`config.mk`:
```
export PLATFORM = sky130hd
export DESIGN_NAME = spart_io
export DESIGN_NICKNAME = d
export VERILOG_FILES = /design/src/rtl/spart_pkg.sv /design/src/rtl/spart_baud_gen.sv /design/src/rtl/spart_io.sv
export SDC_FILE = /design/constraint.sdc
export NUM_CORES = 1
export LEC_CHECK = 0
export ABC_AREA = 1
export BUFFER_PORTS_ARGS = -buffer_cell sky130_fd_sc_hd__buf_2
export CORE_MARGIN = 5
export CORE_UTILIZATION = 65
export DETAILED_ROUTE_END_ITERATION = 12
export PLACE_DENSITY = 0.84
export SYNTH_ARGS = -nofsm -noshare
export SYNTH_HDL_FRONTEND = slang
export SYNTH_SLANG_ARGS = --single-unit
```
`constraint.sdc`:
```
create_clock -name clk -period 7.55 [get_ports clk]
set_input_delay 1.8875 -clock clk [delete_from_list [all_inputs] [get_ports clk]]
set_output_delay 1.8875 -clock clk [all_outputs]
set_load 0.01 [all_outputs]
```
`src/rtl/spart_pkg.sv`:
```
// Shared definitions for the SPART serial port: register map, status layout,
// FSM state encodings and the status-byte packer.
package spart_pkg;

    localparam logic [1:0] ADDR_DATA   = 2'b00;
    localparam logic [1:0] ADDR_STATUS = 2'b01;
    localparam logic [1:0] ADDR_DIV_LO = 2'b10;
    localparam logic [1:0] ADDR_DIV_HI = 2'b11;

    localparam int STAT_RDA  = 0;
    localparam int STAT_TBR  = 1;
    localparam int STAT_OVR  = 2;
    localparam int STAT_FERR = 3;

    // One bit lasts 16 ticks; the receiver samples on the 8th tick of a bit.
    localparam logic [3:0] TICK_LAST = 4'd15;
    localparam logic [3:0] TICK_MID  = 4'd7;

    typedef enum logic [1:0] {
        TX_IDLE  = 2'b00,
        TX_START = 2'b01,
        TX_DATA  = 2'b10,
        TX_STOP  = 2'b11
    } tx_state_t;

    typedef enum logic [1:0] {
        RX_IDLE  = 2'b00,
        RX_START = 2'b01,
        RX_DATA  = 2'b10,
        RX_STOP  = 2'b11
    } rx_state_t;

    function automatic logic [7:0] status_byte(input logic ferr, input logic ovr,
                                               input logic tbr, input logic rda);
        logic [7:0] s;
        s            = 8'h00;
        s[STAT_FERR] = ferr;
        s[STAT_OVR]  = ovr;
        s[STAT_TBR]  = tbr;
        s[STAT_RDA]  = rda;
        return s;
    endfunction

endpackage

```
`src/rtl/spart_baud_gen.sv`:
```
// Baud tick generator: one-cycle tick every max(divisor,1) clocks, restarted
// whenever the divisor register is rewritten.
module spart_baud_gen
    import spart_pkg::*;
(
    input  logic        clk,
    input  logic        rst,
    input  logic [15:0] divisor,
    input  logic        reload,
    output logic        tick
);

    logic [15:0] cnt_r;
    logic [15:0] last_s;
    logic        tick_r;

    // Terminal count; a zero divisor behaves like one.
    always_comb begin
        if (divisor == 16'd0) begin
            last_s = 16'd0;
        end else begin
            last_s = divisor - 16'd1;
        end
    end

    // Free-running counter with registered tick.
    always_ff @(posedge clk or posedge rst) begin
        if (rst) begin
            cnt_r  <= 16'd0;
            tick_r <= 1'b0;
        end else if (reload) begin
            cnt_r  <= 16'd0;
            tick_r <= 1'b0;
        end else if (cnt_r >= last_s) begin
            cnt_r  <= 16'd0;
            tick_r <= 1'b1;
        end else begin
            cnt_r  <= cnt_r + 16'd1;
            tick_r <= 1'b0;
        end
    end

    assign tick = tick_r;

endmodule

```
`src/rtl/spart_io.sv`:
```
// SPART: CPU-mapped UART with programmable baud divisor, one-byte TX buffer and
// one-byte RX buffer with overrun / framing-error flags.
module spart_io
    import spart_pkg::*;
#(
    parameter logic [15:0] DEFAULT_DB = 16'd325
) (
    input  logic       clk,
    input  logic       rst,
    input  logic       iocs,
    input  logic       ior,
    input  logic [1:0] ioaddr,
    input  logic [7:0] wdata,
    output logic [7:0] rdata,
    output logic       rda,
    output logic       tbr,
    output logic       txd,
    input  logic       rxd
);

    logic        wr_s, rd_s, reload_s, tick_s;
    logic [15:0] divisor_r;

    tx_state_t   tx_state_r, tx_state_s;
    logic [3:0]  tx_tick_r, tx_tick_s;
    logic [2:0]  tx_bit_r, tx_bit_s;
    logic [7:0]  tx_buf_r, tx_buf_s;
    logic        tbr_r, tbr_s, txd_r, txd_s, tx_load_s, tx_slot_end_s;

    rx_state_t   rx_state_r, rx_state_s;
    logic [3:0]  rx_tick_r, rx_tick_s;
    logic [2:0]  rx_bit_r, rx_bit_s;
    logic [7:0]  rx_shift_r, rx_shift_s, rx_buf_r, rx_buf_s;
    logic        rx_meta_r, rx_sync_r, rx_prev_r;
    logic        rx_mid_s, rx_end_s, byte_ok_s, byte_bad_s;
    logic        rda_r, rda_s, ovr_r, ovr_s, ferr_r, ferr_s;
    logic [7:0]  rdata_r, rdata_s;

    assign wr_s      = iocs & ~ior;
    assign rd_s      = iocs & ior;
    assign reload_s  = wr_s & ((ioaddr == ADDR_DIV_LO) | (ioaddr == ADDR_DIV_HI));
    assign tx_load_s = wr_s & (ioaddr == ADDR_DATA) & tbr_r;

    spart_baud_gen u_baud (
        .clk     (clk),
        .rst     (rst),
        .divisor (divisor_r),
        .reload  (reload_s),
        .tick    (tick_s)
    );

    // Divisor register, byte-writable.
    always_ff @(posedge clk or posedge rst) begin
        if (rst) begin
            divisor_r <= DEFAULT_DB;
        end else if (wr_s && (ioaddr == ADDR_DIV_LO)) begin
            divisor_r[7:0] <= wdata;
        end else if (wr_s && (ioaddr == ADDR_DIV_HI)) begin
            divisor_r[15:8] <= wdata;
        end else begin
            divisor_r <= divisor_r;
        end
    end

    assign tx_slot_end_s = tick_s & (tx_tick_r == TICK_LAST);

    // Transmit next-state; txd is derived from the next state so it is registered.
    always_comb begin
        tx_state_s = tx_state_r;
        tx_bit_s   = tx_bit_r;
        tx_buf_s   = tx_buf_r;
        tbr_s      = tbr_r;
        txd_s      = 1'b1;
        if (tx_state_r == TX_IDLE) begin
            tx_tick_s = 4'd0;
        end else if (tick_s) begin
            tx_tick_s = tx_tick_r + 4'd1;
        end else begin
            tx_tick_s = tx_tick_r;
        end
        if (tx_load_s) begin
            tx_buf_s = wdata;
            tbr_s    = 1'b0;
        end else begin
            tx_buf_s = tx_buf_r;
        end
        case (tx_state_r)
            TX_IDLE: begin
                if (tick_s && !tbr_r) begin
                    tx_state_s = TX_START;
                end else begin
                    tx_state_s = TX_IDLE;
                end
            end
            TX_START: begin
                if (tx_slot_end_s) begin
                    tx_state_s = TX_DATA;
                    tx_bit_s   = 3'd0;
                end else begin
                    tx_state_s = TX_START;
                end
            end
            TX_DATA: begin
                if (tx_slot_end_s && (tx_bit_r == 3'd7)) begin
                    tx_state_s = TX_STOP;
                end else if (tx_slot_end_s) begin
                    tx_bit_s = tx_bit_r + 3'd1;
                end else begin
                    tx_state_s = TX_DATA;
                end
            end
            TX_STOP: begin
                if (tx_slot_end_s) begin
                    tx_state_s = TX_IDLE;
                    tbr_s      = 1'b1;
                end else begin
                    tx_state_s = TX_STOP;
                end
            end
            default: begin
                tx_state_s = TX_IDLE;
                tbr_s      = 1'b1;
            end
        endcase
        case (tx_state_s)
            TX_START: txd_s = 1'b0;
            TX_DATA:  txd_s = tx_buf_r[tx_bit_s];
            default:  txd_s = 1'b1;
        endcase
    end

    // Transmit state registers.
    always_ff @(posedge clk or posedge rst) begin
        if (rst) begin
            tx_state_r <= TX_IDLE;
            tx_tick_r  <= 4'd0;
            tx_bit_r   <= 3'd0;
            tx_buf_r   <= 8'h00;
            tbr_r      <= 1'b1;
            txd_r      <= 1'b1;
        end else begin
            tx_state_r <= tx_state_s;
            tx_tick_r  <= tx_tick_s;
            tx_bit_r   <= tx_bit_s;
            tx_buf_r   <= tx_buf_s;
            tbr_r      <= tbr_s;
            txd_r      <= txd_s;
        end
    end

    // Two-flop synchronizer plus previous value for falling-edge detection.
    always_ff @(posedge clk or posedge rst) begin
        if (rst) begin
            rx_meta_r <= 1'b1;
            rx_sync_r <= 1'b1;
            rx_prev_r <= 1'b1;
        end else begin
            rx_meta_r <= rxd;
            rx_sync_r <= rx_meta_r;
            rx_prev_r <= rx_sync_r;
        end
    end

    assign rx_mid_s = tick_s & (rx_tick_r == TICK_MID);
    assign rx_end_s = tick_s & (rx_tick_r == TICK_LAST);

    // Receive next-state; the frame completes at the stop-bit mid-sample.
    always_comb begin
        rx_state_s = rx_state_r;
        rx_bit_s   = rx_bit_r;
        rx_shift_s = rx_shift_r;
        byte_ok_s  = 1'b0;
        byte_bad_s = 1'b0;
        if (rx_state_r == RX_IDLE) begin
            rx_tick_s = 4'd0;
        end else if (tick_s) begin
            rx_tick_s = rx_tick_r + 4'd1;
        end else begin
            rx_tick_s = rx_tick_r;
        end
        case (rx_state_r)
            RX_IDLE: begin
                if (rx_prev_r && !rx_sync_r) begin
                    rx_state_s = RX_START;
                end else begin
                    rx_state_s = RX_IDLE;
                end
            end
            RX_START: begin
                if (rx_mid_s && rx_sync_r) begin
                    rx_state_s = RX_IDLE;
                end else if (rx_end_s) begin
                    rx_state_s = RX_DATA;
                    rx_bit_s   = 3'd0;
                end else begin
                    rx_state_s = RX_START;
                end
            end
            RX_DATA: begin
                if (rx_mid_s) begin
                    rx_shift_s = {rx_sync_r, rx_shift_r[7:1]};
                end else if (rx_end_s && (rx_bit_r == 3'd7)) begin
                    rx_state_s = RX_STOP;
                end else if (rx_end_s) begin
                    rx_bit_s = rx_bit_r + 3'd1;
                end else begin
                    rx_state_s = RX_DATA;
                end
            end
            RX_STOP: begin
                if (rx_mid_s) begin
                    rx_state_s = RX_IDLE;
                    byte_ok_s  = rx_sync_r;
                    byte_bad_s = ~rx_sync_r;
                end else begin
                    rx_state_s = RX_STOP;
                end
            end
            default: rx_state_s = RX_IDLE;
        endcase
    end

    // Flag and read-data updates; a flag being set beats a clear-on-read.
    always_comb begin
        rx_buf_s = byte_ok_s ? rx_shift_r : rx_buf_r;
        if (byte_ok_s) begin
            rda_s = 1'b1;
        end else if (rd_s && (ioaddr == ADDR_DATA)) begin
            rda_s = 1'b0;
        end else begin
            rda_s = rda_r;
        end
        if (byte_ok_s && rda_r) begin
            ovr_s = 1'b1;
        end else if (rd_s && (ioaddr == ADDR_STATUS)) begin
            ovr_s = 1'b0;
        end else begin
            ovr_s = ovr_r;
        end
        if (byte_bad_s) begin
            ferr_s = 1'b1;
        end else if (rd_s && (ioaddr == ADDR_STATUS)) begin
            ferr_s = 1'b0;
        end else begin
            ferr_s = ferr_r;
        end
        if (rd_s) begin
            case (ioaddr)
                ADDR_DATA:   rdata_s = rx_buf_r;
                ADDR_STATUS: rdata_s = status_byte(ferr_r, ovr_r, tbr_r, rda_r);
                ADDR_DIV_LO: rdata_s = divisor_r[7:0];
                ADDR_DIV_HI: rdata_s = divisor_r[15:8];
                default:     rdata_s = 8'h00;
            endcase
        end else begin
            rdata_s = rdata_r;
        end
    end

    // Receive state, buffer, flags and read-data registers.
    always_ff @(posedge clk or posedge rst) begin
        if (rst) begin
            rx_state_r <= RX_IDLE;
            rx_tick_r  <= 4'd0;
            rx_bit_r   <= 3'd0;
            rx_shift_r <= 8'h00;
            rx_buf_r   <= 8'h00;
            rda_r      <= 1'b0;
            ovr_r      <= 1'b0;
            ferr_r     <= 1'b0;
            rdata_r    <= 8'h00;
        end else begin
            rx_state_r <= rx_state_s;
            rx_tick_r  <= rx_tick_s;
            rx_bit_r   <= rx_bit_s;
            rx_shift_r <= rx_shift_s;
            rx_buf_r   <= rx_buf_s;
            rda_r      <= rda_s;
            ovr_r      <= ovr_s;
            ferr_r     <= ferr_s;
            rdata_r    <= rdata_s;
        end
    end

    assign rdata = rdata_r;
    assign rda   = rda_r;
    assign tbr   = tbr_r;
    assign txd   = txd_r;

endmodule
```
## Word level (Yosys, flattened, before mapping)

Cells that the tools add are included.

| storage, ports and cells | value |
|---|---|
| word-level logic and storage cells | 139 |
| flip-flop bits (word level) | 91 |
| output and inout port bits | 11 |
| input port bits | 15 |

| operators by class | value |
|---|---|
| add/sub/neg operators | 6 |
| magnitude comparators | 2 |
| reductions and logical operators | 26 |
| equality and inequality tests | 22 |
| bitwise operators | 12 |
| muxes and demuxes | 49 |

Operators with widths:

| kind | number |
|---|---|
| $mux 16 | 3 |
| $pmux 8 s4 | 1 |
| $mux 3 | 8 |
| $mux 2 | 10 |
| $mux 1 | 17 |
| $add 16x1->16 const B | 1 |
| $ge 16x16->1 | 1 |
| $logic_not 16->1 | 1 |
| $mux 4 | 4 |
| $pmux 2 s4 | 2 |
| $sub 16x1->16 const B | 1 |
| $eq 2x2->1 const B | 7 |
| $pmux 3 s2 | 2 |
| $reduce_bool 2->1 | 6 |
| $logic_and 1x1->1 | 10 |
| $ne 2x2->1 const B | 5 |
| $add 4x1->4 const B | 2 |
| $and 1x1->1 | 8 |
| $eq 2x1->1 const B | 4 |
| $eq 4x4->1 const B | 2 |
| $add 3x1->3 const B | 2 |
| $eq 3x3->1 const B | 2 |
| $logic_not 2->1 | 3 |
| $reduce_and 2->1 | 3 |
| other kinds (9) | 12 |

## Logic depth before layout (Yosys ltp)

Gate-level depths: netlist of run 1.

| logic depth | value |
|---|---|
| word-level depth | 8 |
| mapped depth | 18 |

## Modules after synthesis

From an unflattened synthesis of run 1, not the netlist that was laid out.

| second synthesis, totals | value |
|---|---|
| cell total of the unflattened synthesis | 629 |
| area total of the unflattened synthesis | 5108.6 µm² |

By module, submodules not included:

| module | cells an instance | instances | area each (µm²) |
|---|---|---|---|
| spart_io | 389 | 1 | 3432.0 |
| spart_baud_gen | 240 | 1 | 1676.6 |

## Least setup slack after synthesis of run 1

Ideal clock, no wire load.

| timing path | value |
|---|---|
| path kind | in2reg |
| from | input port ioaddr[1] |
| to | register tx_buf_r[0] |
| stages on the path | 6 |
| data arrival time | 2806 ps |
| slack | 4614 ps |
| data required time | 7419 ps |
| path buffers | 2 |
| setup time | 131 ps |
| path through | buf_2 nor2_2 nand3_1 clkbuf_1 nand2_1 o21ai_0 |

| on the way | value |
|---|---|
| word-level cells in the longest chain between the ends | 3 |

RTL lines:

| element | RTL line | text |
|---|---|---|
| from (decl) | spart_io.sv:12 | `input logic [1:0] ioaddr,` |
| $logic_not 2->1 | spart_io.sv:42 | `assign tx_load_s = wr_s & (ioaddr == ADDR_DATA) & tbr_r;` |
| $and 1x1->1 (2 in a row) | spart_io.sv:42 |  |
| to (signal assigned) | spart_io.sv:145 | `tx_buf_r <= tx_buf_s;` |
| to (decl) | spart_io.sv:27 | `logic [7:0] tx_buf_r, tx_buf_s;` |

No other way between the ends.
A chain may end at the register's enable or synchronous reset.

## Worst setup path after layout of run 1

| timing path | value |
|---|---|
| from | register divisor_r[0] |
| to | register u_baud.cnt_r[8] |

| on the way | value |
|---|---|
| word-level cells in the longest chain between the ends | 5 |

RTL lines:

| element | RTL line | text |
|---|---|---|
| from (decl) | spart_io.sv:22 | `logic [15:0] divisor_r;` |
| from (signal assigned) | spart_io.sv:57 | `divisor_r[7:0] <= wdata;` |
| from (signal assigned) | spart_io.sv:61 | `divisor_r <= divisor_r;` |
| $sub 16x1->16 or $logic_not 16->1 (tied branches) | spart_baud_gen.sv:22, spart_baud_gen.sv:19 |  |
| $mux 16 (*) | spart_baud_gen.sv:19 | `if (divisor == 16'd0) begin` |
| $ge 16x16->1 (*) | spart_baud_gen.sv:34 | `end else if (cnt_r >= last_s) begin` |
| $mux 16 (*) | spart_baud_gen.sv:34 |  |
| $mux 16 (*) | spart_baud_gen.sv:31 | `end else if (reload) begin` |
| to (signal assigned) | spart_baud_gen.sv:38 | `cnt_r <= cnt_r + 16'd1;` |
| to (decl) | spart_baud_gen.sv:13 | `logic [15:0] cnt_r;` |

Every way passes the cells marked *; elsewhere a longest branch is shown, timed or not.

==> flow_summary.ini, run 1 <==
[timing]
maxSlewHeadroom_pct = 24.9
maxSlewViolCount = 0
max_freq_mhz = 304
hold_viol_final = 0
setup-violations-final = 0
period_needed_ns = 3.29
fin_worst_skew_ns = 0.0150
grt_setup_unrepaired = no
tns_ns = 0
tightestPinTransition_ns = 1.13
period_share_pct = 43.5

[power]
p_leak_nw = 2.63
ir_drop_mv = 0.148
comb_power_share_pct = 24.7
switchingPower_mw = 0.417
p_per_area_nw_per_um2 = 224
p_seq_share_pct = 50.4
switching_share_pct = 34.5
power.internal_mw = 0.792
pwr-share-clk_pct = 25.0

[synth]
avgSynthCellArea_um2 = 8.28
synthCells = 606
synth_compound_area_share_pct = 13.4
async_reset_ff_share_pct = 100
synth_ff_type = dfrtp_1
synth_top_area_share_pct = 40.9
synth_area_leader_cell = dfrtp_1
syn_area_um2 = 5020
synth-edff-count = 0
ys_ff_latch = 91
syn-num-nets = 651
synth_area_leaders = dfrtp_1 41%, nand2_1 9.0%, ha_1 7.5%
yosysWarnings = 0
synth_top_family_by_area = simple AND/OR/NAND/NOR gates
muxShareOfSynthArea_pct = 0.224
synth_xor_area_share_pct = 1.92
yosysUniqueCellTypes = 42
synth_adder_area_share_pct = 7.48
synth-simple-area-share_pct = 23.5
yosysSeqAreaShare_pct = 45.6

[worst_setup_path]
timing.rr.start = divisor_r[0]
critPathLaunchType = register
crit_chain = inv_1 -> nand2_1 -> nor3_4 -> nand2_1 -> nor4_4 -> nand3_1 -> xor2_1 -> nand2_1 -> ha_1 -> nand2_1 -> inv_1 -> nand3_1 -> inv_1 -> a21oi_1 -> nand4_1 -> nor3b_1
cp_top_family = simple AND/OR/NAND/NOR gates
critPathKind = reg2reg
crit_path_max_fanout = 15
cp.required_ns = 7.82
crit_slowest_cell = nand4_1
worstSetupEndpointType = register
worst-path-buf-inv = 3
r2r_end = u_baud.cnt_r[8]
cp_common_cell = nand2_1
crit_arrival_ns = 3.56
max_stage_delay_ns = 0.52
r2r_slack_ns = 4.26
rr_worst_depth = 16
path_depth = 16

[place]
port_buffers = 25
gp_congestion = 0.969
hpwl_um = 8010
post-place-cells = 724

[floorplan]
die_x_um = 97.9
ios = 26
core_um2 = 7610
rows = 32
die_h_um = 97.9
die_area_um2 = 9580
start_util_pct = 66.0

[cells_and_area]
antenna_cells = 0
drive_gt1_share_pct = 13.2
area_delta_synth_final_pct = 7.78
layout_common_cells = 120 x nand2_1, 89 x inv_1, 82 x dfrtp_1, 59 x o21ai_0, 46 x nor2_1
fillCellCount = 605
final_nets = 678
mostFrequentLayoutCell = nand2_1
layoutNonFillerInstCount = 740

[clocking]
clk_latency_ns = 0.37
cts_made_buffers = 9
htree_levels = 3
cts-resized-gates = 0
cts_max_path_buffers = 2
tritoncts = built
hold_buffers = 0
clock-sinks = 91
clkTransAtPathRegs_ns = 0.09
post_cts_buffers = 0
clock-root-buffer = clkbuf_8

[detailed_routing]
vias = 4064
first_iter_violations = 209
drt-pass1-iter-count = 5
wl_per_cell_um = 14.2
detail-route-antenna-nets = 0
viasPerCell = 5.49
wirelength_um = 10500
drcViolationCount = 0

[global_route]
grt_pass1_wl_um = 17900
gr-total-overflow = 0
grt_usage_pct = 22.8
antenna_found_initial = 0
grt_pass1_vias = 3892
grt_max_degree = 92

[worst_hold_path]
hold_depth = 0
hold_start = rx_meta_r
whs_endpoint = rx_sync_r
hold_class = reg2reg

[job]
max_cap_viol_count = 0

[run_status]
status = complete, no violations
-- power groups by stage --
stage	Clock [mW]	Combinational (mW)	Sequential (mW)
finish	0.302	0.298	0.609
detailed placement	0	0.298	0.617
CTS	0.305	0.300	0.608
floorplan	0	0.226	0.604
global route	0.332	0.347	0.617
global placement	0	0.285	0.614
-- worst register-to-register path, cell delays in order (launching register included) --
cell and delay (ns):
dfstp_2 0.40, inv_1 0.11, nand2_1 0.12, nor3_4 0.18, nand2_1 0.15, nor4_4 0.23, nand3_1 0.13, xor2_1 0.18
nand2_1 0.08, ha_1 0.31, nand2_1 0.09, inv_1 0.04, nand3_1 0.08, inv_1 0.05, a21oi_1 0.17, nand4_1 0.52
nor3b_1 0.35
-- layer usage --
layer  track usage [%]  part of all wire (%)  vias to the layer above  wire (um)
li1                  -                     -                     2048          -
met1              30.2                    46                     1935       4840
met2              38.0                    50                       65       5210
met3              4.50                   2.9                       16        300
met4              6.71                   1.1                        0        120
met5                 0                     0                        -          0
-- cells in the mapped netlist, types with 7 or more instances --
cell,count
ha_1,30
inv_1,90
o22ai_1,13
nand2_1,120
o21ai_1,7
nand3_1,37
xor2_1,7
nor3_1,8
o21ai_0,59
dfrtp_1,82
dfstp_2,9
nor2_2,8
nor2_1,46
a21oi_1,28
-- final cells by class --
type,instances,area [um2],area share [%]
sequential,91,2290,42.3
inverter,92,347,6.41
timing repair buffer,26,133,2.45
clock inverter,5,36.3,0.671
clock buffer,11,141,2.61
tap,102,128,2.36
multi-input combinational,413,2330,43.2
-- how the worst max path moves through the flow --
stage                 startpoint               to
detailed placement          iocs  u_baud.cnt_r[8]
floorplan                    rst    divisor_r[10]
finish              divisor_r[0]  u_baud.cnt_r[8]
global route        divisor_r[1]  u_baud.cnt_r[7]
CTS                 divisor_r[0]  u_baud.cnt_r[4]
global placement            iocs  u_baud.cnt_r[8]
-- per-stage QoR --
stage               setup WS, ns  cell area, um2  hold WS (ns)  power, mW  utilization, %
floorplan                   3.31            5020         0.345      0.830               -
global placement            4.27            5230         0.348      0.899            68.8
detailed placement          4.25            5230         0.351      0.915            68.8
CTS                         4.19            5410         0.363       1.21            71.1
global route                3.72            5410         0.369       1.30            71.1
finish                      4.26            5410         0.362       1.21            71.1
-- sequential cells by signal (all words and copies together), names as in the netlist, 2 cells and up --
register / cells
rx_bit_r: 3
rx_shift_r: 8
tx_buf_r: 8
rdata: 8
rx_state_r: 2
rx_buf_r: 8
rx_tick_r: 4
tx_tick_r: 4
tx_state_r: 2
tx_bit_r: 3
u_baud.cnt_r: 16
divisor_r: 16
-- kinds of logic (layout without fill, tap and decap cells) --
group / count (synthesis) / count (layout)
AOI/OAI and AO/OA: 121 / 121
buffers and inverters: 102 / 134
and+or+nand+nor: 250 / 250
xor gates and xnor gates: 11 / 11
DFF: 91 / 91
muxes: 1 / 1
adders and majority gates: 30 / 30
Note: power is estimated with default switching activity, not from simulation.
==> run 2, diff against run 1 <==
- CORE_UTILIZATION: 65 -> 61
- PLACE_DENSITY: 0.84 -> 0.79
- clock period: 7.55 -> 3.1 ns (I/O delays scaled with it)
==> run 2 against run 1 <==
  * Setup slack worse by 4.1 ns
  * First-iteration DRC count down 13%
  * Register-to-register slack got worse by 4.1 ns
  * Critical path depth decreased by 1
  * Combinational power rose to 2.6 times the previous value
  * Non-clock buffer count is 9 higher
  * Die area grew 5.9%
  * Global-route usage grew 0.74 points
==> flow_summary.ini, run 2 (synthesized netlist as in run 1, its figures left out) <==
[run_status]
status = complete, no violations

[worst_hold_path]
hold_start = rx_meta_r
whs_endpoint = rx_sync_r
hold_class = reg2reg
hold_depth = 0

[worst_setup_path]
rr_worst_depth = 15
timing.rr.start = divisor_r[1]
crit_arrival_ns = 3.20
cp.required_ns = 3.38
crit_path_max_fanout = 8
r2r_end = u_baud.cnt_r[4]
worstSetupEndpointType = register
critPathLaunchType = register
critPathKind = reg2reg
r2r_slack_ns = 0.18

[power]
p_per_area_nw_per_um2 = 560
power_mw = 3.13
p_leak_nw = 2.72
ir_drop_mv = 0.379

[detailed_routing]
vias = 4178
wl_per_cell_um = 14.9
wirelength_um = 11200
first_iter_violations = 181
drt-pass1-iter-count = 5
detail-route-antenna-nets = 0
drcViolationCount = 0
viasPerCell = 5.56

[timing]
maxSlewHeadroom_pct = 60.2
tightestPinTransition_ns = 0.595
setup-violations-final = 0
maxSlewViolCount = 0
fin_worst_skew_ns = 0.0124
hold_ws_ns = 0.368
period_needed_ns = 2.92
max_freq_mhz = 343
period_share_pct = 94.1
hold_viol_final = 0

[place]
gp_congestion = 0.914
port_buffers = 25
hpwl_um = 8300

[clocking]
cts_made_buffers = 9
htree_levels = 3
hold_buffers = 0
clock-root-buffer = clkbuf_8
cts_max_path_buffers = 2
clkTransAtPathRegs_ns = 0.10
tritoncts = built
clk_latency_ns = 0.36
clock-sinks = 91

[floorplan]
die_area_um2 = 10100
ios = 26
start_util_pct = 61.7
core_um2 = 8130
die_x_um = 101
die_h_um = 101
rows = 33

[cells_and_area]
drive_gt1_share_pct = 16.5
mostFrequentLayoutCell = nand2_1
antenna_cells = 0
area_delta_synth_final_pct = 11.3
final_nets = 687
layout_common_cells = 118 x nand2_1, 88 x inv_1, 82 x dfrtp_1, 58 x o21ai_0, 43 x nor2_1
largestRegisters = divisor_r: 16 flops, u_baud.cnt_r: 16 flops

[global_route]
grt_max_degree = 45
gr-total-overflow = 0
antenna_found_initial = 0
grt_pass1_vias = 4206
grt_usage_pct = 23.5
grt_pass1_wl_um = 19100

[job]
max_cap_viol_count = 0
-- run 2: cell count changes in the layout (fill, tap and decap cells not counted), moves of 3 or more --
cell,before,now
nor3b_2,0,3
buf_4,1,8
nor3b_1,3,0
nor2_2,8,11
nor2_1,46,43
-- run 2: what timing repair did --
item / CTS / global route
gates resized for setup: 0 / 17
setup endpoints to repair: 0 / 15
buffers inserted: 0 / 2
hold endpoints to repair: 0 / 0
-- run 2: through the flow --
stage	instance area (um2)	utilization [%]	worst slack (ns)	std cells	setup TNS, ns
floorplan	5020	-	0.450	606	0
global placement	5290	65.1	0.306	733	0
detailed placement	5290	65.1	0.210	733	0
CTS	5510	67.8	0.182	749	0
global route	5580	68.7	-0.0278	752	-0.124
finish	5580	68.7	0.183	752	0
-- run 2: area by class of cell --
class / count / area, um2
Clock buffer: 10 / 138
Clock inverter: 6 / 80.1
Fill cell: 661 / 2550
Inverter: 92 / 349
Multi-Input combinational cell: 413 / 2380
Sequential cell: 91 / 2290
Tap cell: 105 / 131
Timing Repair Buffer: 35 / 216
-- run 2: how the worst max path moves through the flow --
stage / slack, ns / endpoint / from / depth (start not counted)
5_1_grt: -0.03 / u_baud.cnt_r[8] / divisor_r[1] / 15
6_report: 0.18 / u_baud.cnt_r[4] / divisor_r[1] / 15
2_1_floorplan: 0.45 / u_baud.cnt_r[12] / divisor_r[1] / 17
3_3_place_gp: 0.31 / u_baud.cnt_r[4] / divisor_r[1] / 17
4_1_cts: 0.18 / u_baud.cnt_r[4] / divisor_r[1] / 17
3_5_place_dp: 0.21 / u_baud.cnt_r[4] / divisor_r[0] / 17
-- run 2: where the power goes --
part / switching [mW] / total [mW] / leakage (nW) / internal [mW]
sequential: 0.140 / 1.48 / 1.19 / 1.34
clock: 0.453 / 0.863 / 0.107 / 0.410
combinational: 0.486 / 0.787 / 1.42 / 0.301
-- run 2: worst max-delay path, stage by stage (launching register included) --
cell     delay [ns]
dfrtp_1        0.41
nor2_2         0.12
nand2_2        0.09
nor3_4         0.22
nand2_2        0.11
nor4_4         0.35
nand3_1        0.13
xor2_1         0.14
nand2_1        0.07
ha_1           0.29
a21oi_1        0.13
o21ai_0        0.12
a21oi_2        0.14
nand4_1        0.15
buf_6          0.18
nor3b_2        0.16
-- run 2: layer usage --
layer  global-route usage (%)  up-vias  part of all wire, %
li1                         -     2069                    -
met2                     38.7      112                   49
met1                     30.8     1972                   45
met4                     10.3        0                  2.4
met5                        0        -                    0
met3                     3.53       25                  3.9
==> run 3, diff against run 2 <==
- PLACE_DENSITY: 0.79 -> 0.9
==> run 3 against run 2 <==
  * Global-route usage is 0.34 points lower
  * Die area stayed put
  * Largest power group unchanged
  * Combinational power is 6.4% higher
  * Register-to-register slack worse by 0.13 ns
  * Final area is 0.96% higher
  * Hold slack worse by 0.0056 ns
  * Largest cell class unchanged
  * Critical endpoint is now u_baud.cnt_r[7]
==> flow_summary.ini, run 3 (synthesized netlist as in run 1, its figures left out) <==
[clocking]
clk_latency_ns = 0.37
cts_made_buffers = 9
htree_levels = 3
clock-sinks = 91
tritoncts = built
cts_max_path_buffers = 2
hold_buffers = 0
clkTransAtPathRegs_ns = 0.10
clock-root-buffer = clkbuf_8

[detailed_routing]
drt-pass1-iter-count = 5
vias = 4193
detail-route-antenna-nets = 0
wirelength_um = 11100
first_iter_violations = 312
viasPerCell = 5.57
wl_per_cell_um = 14.8
drcViolationCount = 0

[timing]
hold_viol_final = 0
fin_worst_skew_ns = 0.0135
period_needed_ns = 3.05
tightestPinTransition_ns = 0.539
period_share_pct = 98.3
grt_setup_unrepaired = yes
fin_ws_ns = 0.0536
tns_ns = 0
maxSlewHeadroom_pct = 63.1
maxSlewViolCount = 0
hold_ws_ns = 0.362
setup-violations-final = 0
max_freq_mhz = 328

[cells_and_area]
layout_common_cells = 116 x nand2_1, 86 x inv_1, 82 x dfrtp_1, 58 x o21ai_0, 40 x nor2_1
drive_gt1_share_pct = 18.5
mostFrequentLayoutCell = nand2_1
antenna_cells = 0
final_nets = 688
area_delta_synth_final_pct = 12.4
largestRegisters = divisor_r: 16 flops, u_baud.cnt_r: 16 flops
final_util_pct = 69.3

[worst_setup_path]
crit_slowest_cell = dfrtp_1
worstSetupEndpointType = register
critPathKind = reg2reg
crit_arrival_ns = 3.34
max_stage_delay_ns = 0.42
crit_chain = nor2_2 -> nand2_2 -> nor3_4 -> nand2_2 -> nor4_4 -> buf_4 -> nand2_1 -> nand2_1 -> nand3_1 -> ha_1 -> a21oi_1 -> o21ai_2 -> a21oi_2 -> nand4_1 -> buf_6 -> nor3b_2
r2r_slack_ns = 0.05
crit_path_max_fanout = 8
cp.required_ns = 3.39
worst-path-buf-inv = 2
cp_top_family = simple AND/OR/NAND/NOR gates
critPathLaunchType = register

[power]
ir_drop_mv = 0.315
power_mw = 3.10
p_leak_nw = 2.71
p_per_area_nw_per_um2 = 550

[floorplan]
core_um2 = 8130
start_util_pct = 61.7
die_area_um2 = 10100
die_h_um = 101
rows = 33
die_x_um = 101
ios = 26

[global_route]
grt_usage_pct = 23.1
grt_pass1_vias = 4130
gr-total-overflow = 0
grt_pass1_wl_um = 18900
grt_max_degree = 92
antenna_found_initial = 0

[place]
port_buffers = 25
hpwl_um = 8290
gp_congestion = 0.947
post-place-ws_ns = 0.159

[run_status]
status = complete, no violations

[job]
max_cap_viol_count = 0

[worst_hold_path]
hold_class = reg2reg
-- run 3: changes by cell type in the layout (fill, tap and decap cells not counted), sizes merged --
| cell | previous run | this run |
|---|---|---|
| buf | 35 | 36 |
| bufinv | 1 | 0 |
| clkbuf | 10 | 9 |
| clkinv | 1 | 2 |
| clkinvlp | 2 | 3 |
-- run 3: repair_timing --
action | in CTS | in global routing
endpoints found under the setup margin | 0 | 16
gates resized for setup | 0 | 34
buffers inserted | 0 | 5
-- run 3: final cells by class --
class	count	area (um2)
clock inverters	7	68.8
repair buffers	36	228
inverters	92	349
multi-input cells	413	2450
flip-flops and latches	91	2290
clock buffers	9	124
well taps	105	131
fillers	639	2500
-- run 3: report_power, final --
group | total, mW | leakage, nW | internal [mW] | switching (mW)
sequential | 1.48 | 1.19 | 1.34 | 0.139
clock | 0.789 | 0.0911 | 0.311 | 0.478
combinational | 0.837 | 1.43 | 0.327 | 0.510
-- run 3: path summary, 6_finish.rpt --
kind                              endpoint          from  cells past startpoint
max in group asynchronous        rx_meta_r           rst                      3
min reg2reg                      rx_sync_r     rx_meta_r                      0
max                        u_baud.cnt_r[7]  divisor_r[1]                     16
max reg2reg                u_baud.cnt_r[7]  divisor_r[1]                     16
min in group asynchronous      tx_bit_r[2]           rst                      3
min                              rx_sync_r     rx_meta_r                      0
-- run 3: layer usage --
layer | vias to the layer above | share of wire (%) | track usage [%]
met5 | - | 0 | 0
met4 | 0 | 1.5 | 6.22
met3 | 17 | 4.5 | 3.94
met2 | 97 | 50 | 38.5
met1 | 2010 | 44 | 31.4
li1 | 2069 | - | -
-- run 3: through the flow --
| stage | std cells | area, um2 |
|---|---|---|
| floorplan | 606 | 5020 |
| global placement | 731 | 5280 |
| detailed placement | 731 | 5280 |
| CTS | 747 | 5470 |
| global route | 753 | 5640 |
| finish | 753 | 5640 |
